==> config.mk <==
export PLATFORM = sky130hd
export DESIGN_NAME = cw305_usb_reg_master
export DESIGN_NICKNAME = d
export VERILOG_FILES = /design/src/rtl/cw305_usb_master_pkg.sv /design/src/rtl/cw305_usb_phase_timer.sv /design/src/rtl/cw305_usb_reg_master.sv
export SDC_FILE = /design/constraint.sdc
export NUM_CORES = 1
export LEC_CHECK = 0
export CAP_MARGIN = 25
export CORE_UTILIZATION = 49
export CTS_BUF_LIST = sky130_fd_sc_hd__clkbuf_4 sky130_fd_sc_hd__clkbuf_8 sky130_fd_sc_hd__clkbuf_16
export CTS_CLUSTER_SIZE = 8
export DETAILED_ROUTE_END_ITERATION = 8
export GPL_TIMING_DRIVEN = 0
export HOLD_SLACK_MARGIN = 0.05
export PLACE_DENSITY_LB_ADDON = 0.15
export SLEW_MARGIN = 20
export SYNTH_ARGS = -nofsm -noshare
export SYNTH_HDL_FRONTEND = slang
export SYNTH_HIERARCHICAL = 1
export SYNTH_SLANG_ARGS = --single-unit
export TNS_END_PERCENT = 20
==> constraint.sdc <==
create_clock -name usb_clk -period 5.8 [get_ports usb_clk]
set_input_delay 1.16 -clock usb_clk [delete_from_list [all_inputs] [get_ports usb_clk]]
set_output_delay 1.16 -clock usb_clk [all_outputs]
set_load 0.01 [all_outputs]
==> src/rtl/cw305_usb_master_pkg.sv <==
// Shared types and phase-timing constants for the CW305 USB register-bus master.
// USB_MASTER_RDREG_EN lengthens the strobe phase by one cycle for registered-dout responders.
package cw305_usb_master_pkg;

    typedef enum logic [2:0] {
        StIdle,
        StWdata,
        StSetup,
        StStrobe,
        StHold,
        StDone
    } state_e;

`ifdef USB_MASTER_RDREG_EN
    localparam int unsigned StrobeExtra = 1;
`else
    localparam int unsigned StrobeExtra = 0;
`endif

    localparam int unsigned TimerWidth = 8;

    function automatic int unsigned strobe_len(input int unsigned base);
        return base + StrobeExtra;
    endfunction

    // The timer flags its last cycle at zero, so a phase of N cycles loads N-1.
    function automatic logic [TimerWidth-1:0] phase_load(input int unsigned cycles);
        return TimerWidth'(cycles - 32'd1);
    endfunction

    function automatic logic [31:0] byte_index_mask(input int unsigned idx_bits);
        return (32'd1 << idx_bits) - 32'd1;
    endfunction

endpackage

==> src/rtl/cw305_usb_phase_timer.sv <==
// Loadable down-counter; last_o marks the final cycle of a SETUP or STROBE phase.
module cw305_usb_phase_timer #(
    parameter int unsigned Width = 8
) (
    input  logic             clk_i,
    input  logic             rst_i,
    input  logic             load_i,
    input  logic [Width-1:0] load_val_i,
    output logic             last_o
);

    logic [Width-1:0] count_q, count_d;

    always_comb begin
        count_d = count_q;
        if (load_i) begin
            count_d = load_val_i;
        end else if (count_q != '0) begin
            count_d = count_q - Width'(1);
        end
    end

    always_ff @(posedge clk_i) begin
        if (rst_i) begin
            count_q <= '0;
        end else begin
            count_q <= count_d;
        end
    end

    assign last_o = (count_q == '0);

endmodule

==> src/rtl/cw305_usb_reg_master.sv <==
// Initiator for the CW305 USB parallel register bus: one command becomes a burst of byte cycles.
// Define USB_MASTER_RDREG_EN to add one strobe cycle (read data sampled on that extra cycle).
module cw305_usb_reg_master
    import cw305_usb_master_pkg::*;
#(
    parameter int unsigned pADDR_WIDTH    = 21,
    parameter int unsigned pBYTECNT_SIZE  = 7,
    parameter int unsigned pSETUP_CYCLES  = 1,
    parameter int unsigned pSTROBE_CYCLES = 2
) (
    input  logic                     usb_clk,
    input  logic                     rst,
    input  logic                     I_cmd_valid,
    output logic                     O_cmd_ready,
    input  logic                     I_cmd_write,
    input  logic [pADDR_WIDTH-1:0]   I_cmd_addr,
    input  logic [pBYTECNT_SIZE:0]   I_cmd_len,
    input  logic [7:0]               I_wr_data,
    input  logic                     I_wr_valid,
    output logic                     O_wr_ready,
    output logic [7:0]               O_rd_data,
    output logic                     O_rd_valid,
    output logic                     O_done,
    output logic [pADDR_WIDTH-1:0]   O_usb_addr,
    output logic [7:0]               O_usb_dout,
    output logic                     O_usb_drive,
    input  logic [7:0]               I_usb_din,
    output logic                     O_usb_ncs,
    output logic                     O_usb_nrd,
    output logic                     O_usb_nwe
);

    localparam logic [TimerWidth-1:0] SetupLoad  = phase_load(pSETUP_CYCLES);
    localparam logic [TimerWidth-1:0] StrobeLoad = phase_load(strobe_len(pSTROBE_CYCLES));
    localparam logic [pBYTECNT_SIZE:0]   LenOne  = {{pBYTECNT_SIZE{1'b0}}, 1'b1};
    localparam logic [pBYTECNT_SIZE-1:0] IdxOne  = {{(pBYTECNT_SIZE-1){1'b0}}, 1'b1};

    state_e                   state_q, state_d;
    logic [pADDR_WIDTH-1:0]   addr_q, addr_d;
    logic [7:0]               dout_q, dout_d;
    logic [pBYTECNT_SIZE:0]   remain_q, remain_d;
    logic                     write_q, write_d;
    logic                     drive_q, drive_d;
    logic [7:0]               rd_data_q;
    logic                     rd_valid_q;
    logic                     wr_ready;
    logic                     timer_load;
    logic [TimerWidth-1:0]    timer_val;
    logic                     timer_last;
    logic                     rd_sample;

    cw305_usb_phase_timer #(
        .Width (TimerWidth)
    ) u_phase_timer (
        .clk_i      (usb_clk),
        .rst_i      (rst),
        .load_i     (timer_load),
        .load_val_i (timer_val),
        .last_o     (timer_last)
    );

    always_comb begin
        state_d    = state_q;
        addr_d     = addr_q;
        dout_d     = dout_q;
        remain_d   = remain_q;
        write_d    = write_q;
        drive_d    = drive_q;
        wr_ready   = 1'b0;
        timer_load = 1'b0;
        timer_val  = SetupLoad;
        unique case (state_q)
            StIdle: begin
                if (I_cmd_valid) begin
                    addr_d   = I_cmd_addr;
                    remain_d = I_cmd_len;
                    write_d  = I_cmd_write;
                    if (I_cmd_len == '0) begin
                        state_d = StDone;
                    end else if (I_cmd_write) begin
                        state_d = StWdata;
                    end else begin
                        state_d    = StSetup;
                        timer_load = 1'b1;
                    end
                end
            end
            StWdata: begin
                if (I_wr_valid) begin
                    dout_d     = I_wr_data;
                    wr_ready   = 1'b1;
                    drive_d    = 1'b1;
                    state_d    = StSetup;
                    timer_load = 1'b1;
                end
            end
            StSetup: begin
                if (timer_last) begin
                    state_d    = StStrobe;
                    timer_load = 1'b1;
                    timer_val  = StrobeLoad;
                end
            end
            StStrobe: begin
                if (timer_last) begin
                    state_d = StHold;
                end
            end
            StHold: begin
                remain_d = remain_q - LenOne;
                // Address is left alone on the last byte so drive can fall without an address change.
                if (remain_q == LenOne) begin
                    state_d = StDone;
                    drive_d = 1'b0;
                end else begin
                    addr_d = {addr_q[pADDR_WIDTH-1:pBYTECNT_SIZE],
                              addr_q[pBYTECNT_SIZE-1:0] + IdxOne};
                    if (write_q) begin
                        state_d = StWdata;
                    end else begin
                        state_d    = StSetup;
                        timer_load = 1'b1;
                    end
                end
            end
            StDone: begin
                state_d = StIdle;
            end
            default: begin
                state_d = StIdle;
            end
        endcase
    end

    assign rd_sample = (state_q == StStrobe) && timer_last && !write_q;

    always_ff @(posedge usb_clk) begin
        if (rst) begin
            state_q    <= StIdle;
            addr_q     <= '0;
            dout_q     <= '0;
            remain_q   <= '0;
            write_q    <= 1'b0;
            drive_q    <= 1'b0;
            rd_data_q  <= '0;
            rd_valid_q <= 1'b0;
        end else begin
            state_q    <= state_d;
            addr_q     <= addr_d;
            dout_q     <= dout_d;
            remain_q   <= remain_d;
            write_q    <= write_d;
            drive_q    <= drive_d;
            rd_valid_q <= rd_sample;
            if (rd_sample) begin
                rd_data_q <= I_usb_din;
            end
        end
    end

    assign O_cmd_ready = (state_q == StIdle);
    assign O_wr_ready  = wr_ready;
    assign O_rd_data   = rd_data_q;
    assign O_rd_valid  = rd_valid_q;
    assign O_done      = (state_q == StDone);
    assign O_usb_addr  = addr_q;
    assign O_usb_dout  = dout_q;
    assign O_usb_drive = drive_q;
    assign O_usb_ncs   = !((state_q == StWdata) || (state_q == StSetup) ||
                           (state_q == StStrobe) || (state_q == StHold));
    assign O_usb_nwe   = !((state_q == StStrobe) && write_q);
    assign O_usb_nrd   = !((state_q == StStrobe) && !write_q);

endmodule
==> impl_results.md <==
- Slew headroom: 0.424
- Setup TNS after final layout: 0 ns
- Flop and latch count out of synthesis: 59
- TritonCTS clock tree: built
- Worst Max-Slew Pin Slew: 0.856 ns
- Count of cells resized by post-cts repair: 0
- Seq/Total Area, Yosys: 0.420
- Endpoints failing setup: 0
- Commonest register cell after synthesis: sky130_fd_sc_hd__dfxtp_1
- Path type of the worst min-delay path: flop to flop
- I/O pin total: 95
- Worst clock skew on the final layout: around 0.010 ns
- Maximum number of pins on one net before global-route repair: 11
- Post-layout instance area: between 4000 and 5000 µm²
- Height of the chip: 77.7 µm
- Initial Utilization: 0.510
- Pre-Repair DR Iteration Count: 5
- Number of vias after detailed routing: roughly 3000
- Worst setup SP type: input pin
- Post-synth EDFFs: 0
- Hold slack: approximately 0.46 ns
- Final min period: between 4 and 5 ns
- Area of the core region: about 5500 µm²
- Maximum frequency from static timing analysis: ~230 MHz
- Post-CTS setup buffer count: 0
- Cts-stage hold buffer count: 0
- Per-instance average area after synthesis: approximately 8.3 µm²
- CP Data Arrival Time: a little over 3 ns
- Critical path capture point type: output pin
- Quantity of I/O buffers inserted on ports: 94
- Fillcell total: 440
- Clock latency on the worst-skew pair: between 0.3 and 0.4 ns
- Max Cap Violations: 0
- DRT iter0 DRCs: between 200 and 250
- Total routing usage reported by global routing: 0.273
- Layout cells sized above 1: 0.0642
- Via count of the first global-routing pass: about 2800
- Endpoints failing hold: 0
- Number of buffers created by CTS: 9
- Remaining Overflow, GRT: 0
- Maximum level of the CTS H-tree: 3
- Synth-to-layout area growth: 45.5%
- Residual antenna-violating net count after detailed routing: 0
- Wire length of the first global-routing pass: roughly 13000 µm
- Most area-consuming cells after synthesis: sky130_fd_sc_hd__dfxtp_1 42%, sky130_fd_sc_hd__nand2_1 7.1%, sky130_fd_sc_hd__mux2i_1 6.1%
- Total half-perimeter wirelength after legalization and detailed placement: approximately 5500 µm
- Clock tree sinks: 59
- Worst endpoint required time: 4.64 ns
- Max FO, Critical Path: 10
- Netlist Area Pre-Place: between 2000 and 3000 µm²
- Post-synth top area cell: sky130_fd_sc_hd__dfxtp_1
- Initial antenna violation count: 0
- Yosys Warn Count: 6
- Fraction of registers with async set or reset after synthesis: 0
- Peak VDD IR: about 0.31 mV
- Number of pins with negative max-slew slack in the final report: 0
- Number of design rule violations left after detail routing: 0
- Deepest clock path buffer count: 2
- Chip width: between 70 and 80 µm
- Total wirelength of the detailed-routed design: between 7000 and 8000 µm
- Clock slew at the register clock pins of the worst setup and hold paths: 0.06 ns
- Synth top area share: 0.420
- Buffer cell driving the clock tree root: sky130_fd_sc_hd__clkbuf_8
- Number of distinct library cells after synthesis: 55
- Vias per inst: 5.71
- Most frequent standard cell in the layout excluding fill and tap cells: sky130_fd_sc_hd__clkdlybuf4s50_1
- Final nets: approximately 500
- Post-DP Area: roughly 3900 µm²
- Number of antenna repair diodes: 0
- Number of cells produced by synthesis: ~340
- Total Die Area: ~6000 µm²
- Result of the run: complete, no violations
- Leak Pwr: 1.57 nW
- Leading cell types in the layout, fill and taps excluded: 94 x sky130_fd_sc_hd__clkdlybuf4s50_1, 59 x sky130_fd_sc_hd__dfxtp_1, 53 x sky130_fd_sc_hd__nand2_1
- Routability congestion estimate from global placement: about 0.87
- Part of the cycle the worst path needs: 0.734
- Cell Pwr Density: ~370 nW/µm²
- Wire length per cell after detailed routing: approximately 15 µm
- Rows: 27
- Unrepaired setup endpoints after global routing: false
- Type of the setup path with the least slack: input pin to output pin
## worst paths after layout
| path | from | endpoint | slack, ns | cells after the start |
|---|---|---|---|---|
| max | I_wr_valid | O_wr_ready | 1.54 | 4 |
| min | O_usb_addr[19] | O_usb_addr[19] | 0.46 | 2 |
| max reg2reg | state_q[0] | u_phase_timer/count_q[0] | 3.11 | 9 |
| min reg2reg | O_usb_addr[19] | O_usb_addr[19] | 0.46 | 2 |
## routing by layer
metal  vias up  part of all wire  wire length, µm  global-route usage
met5         -                 0                0                   0
met3        27             0.073              583              0.0835
met1      1400              0.41             3310               0.322
li1       1424                 -                -                   -
met4         0             0.026              211               0.145
met2       139              0.49             3880               0.444
## synth_stat cells (all sizes together) (2+ instances only)
master and number:
dfxtp 59, clkbuf 15, a22oi 4, xor2 2
buf 8, nor3b 3, o221ai 2, a32oi 3
inv 8, or4b 2, mux2i 17, a221oi 3
nand3b 2, a31o 2, a21o 3, xnor2 3
a211oi 4, nor2b 2, a311oi 2, a21oi 32
o21ai 13, nor4 5, nand2 53, nor3 13
o32ai 4, or4 4, a31oi 2, ha 4
or3 2, and3 2, a21boi 2, nor2 32
and2 2, nand3 8
## flip-flops by register name, indices dropped and copies added (netlist names)
signal and cells:
O_usb_dout 8, remain_q 8, write_q 1, O_rd_data 8, O_usb_addr 21, O_rd_valid 1, u_phase_timer/count_q 8, state_q 3
O_usb_drive 1
## final cells by class
class                   instances  area [µm²]  area share
clock buffers                  11         151      0.0370
clock inverters                 4        73.8      0.0181
flip-flops and latches         59        1180       0.289
repair buffers                 94         941       0.230
well taps                      72        90.1      0.0220
plain buffers                  23         106      0.0260
inverters                       8        30.0     0.00735
multi-input cells             253        1510       0.370
## cells by family (layout without fill, tap and decap cells)
kind of cell,Yosys count,after routing,synth area share
fa+ha+maj,4,4,0.0178
simple gates,137,137,0.244
compound gates,83,83,0.192
mux,17,17,0.0606
flops,59,59,0.420
xor+xnor,5,5,0.0156
buf+inv,31,140,0.0485
other cells,1,7,0.00134
## where the power goes
part | internal [mW] | switching [mW]
Sequential | 0.474 | 0.0644
Combinational | 0.261 | 0.271
Clock | 0.263 | 0.170
## critical path, cell delays in order
cell                              delay (ns)
sky130_fd_sc_hd__clkdlybuf4s50_1        0.50
sky130_fd_sc_hd__nor4bb_1               0.47
sky130_fd_sc_hd__buf_2                  0.37
sky130_fd_sc_hd__clkdlybuf4s50_1        0.60
## stage by stage
| stage | util | instances | power (mW) | setup WS, ns |
|---|---|---|---|---|
| floorplan | - | 343 | 0.870 | 2.80 |
| global placement | 0.701 | 509 | 1.05 | 1.62 |
| detailed placement | 0.701 | 509 | 1.07 | 1.55 |
| CTS | 0.742 | 524 | 1.50 | 1.55 |
| global route | 0.742 | 524 | 1.58 | 1.45 |
| finish | 0.742 | 524 | 1.50 | 1.54 |
No activity file was read; power rests on OpenSTA's default activity.
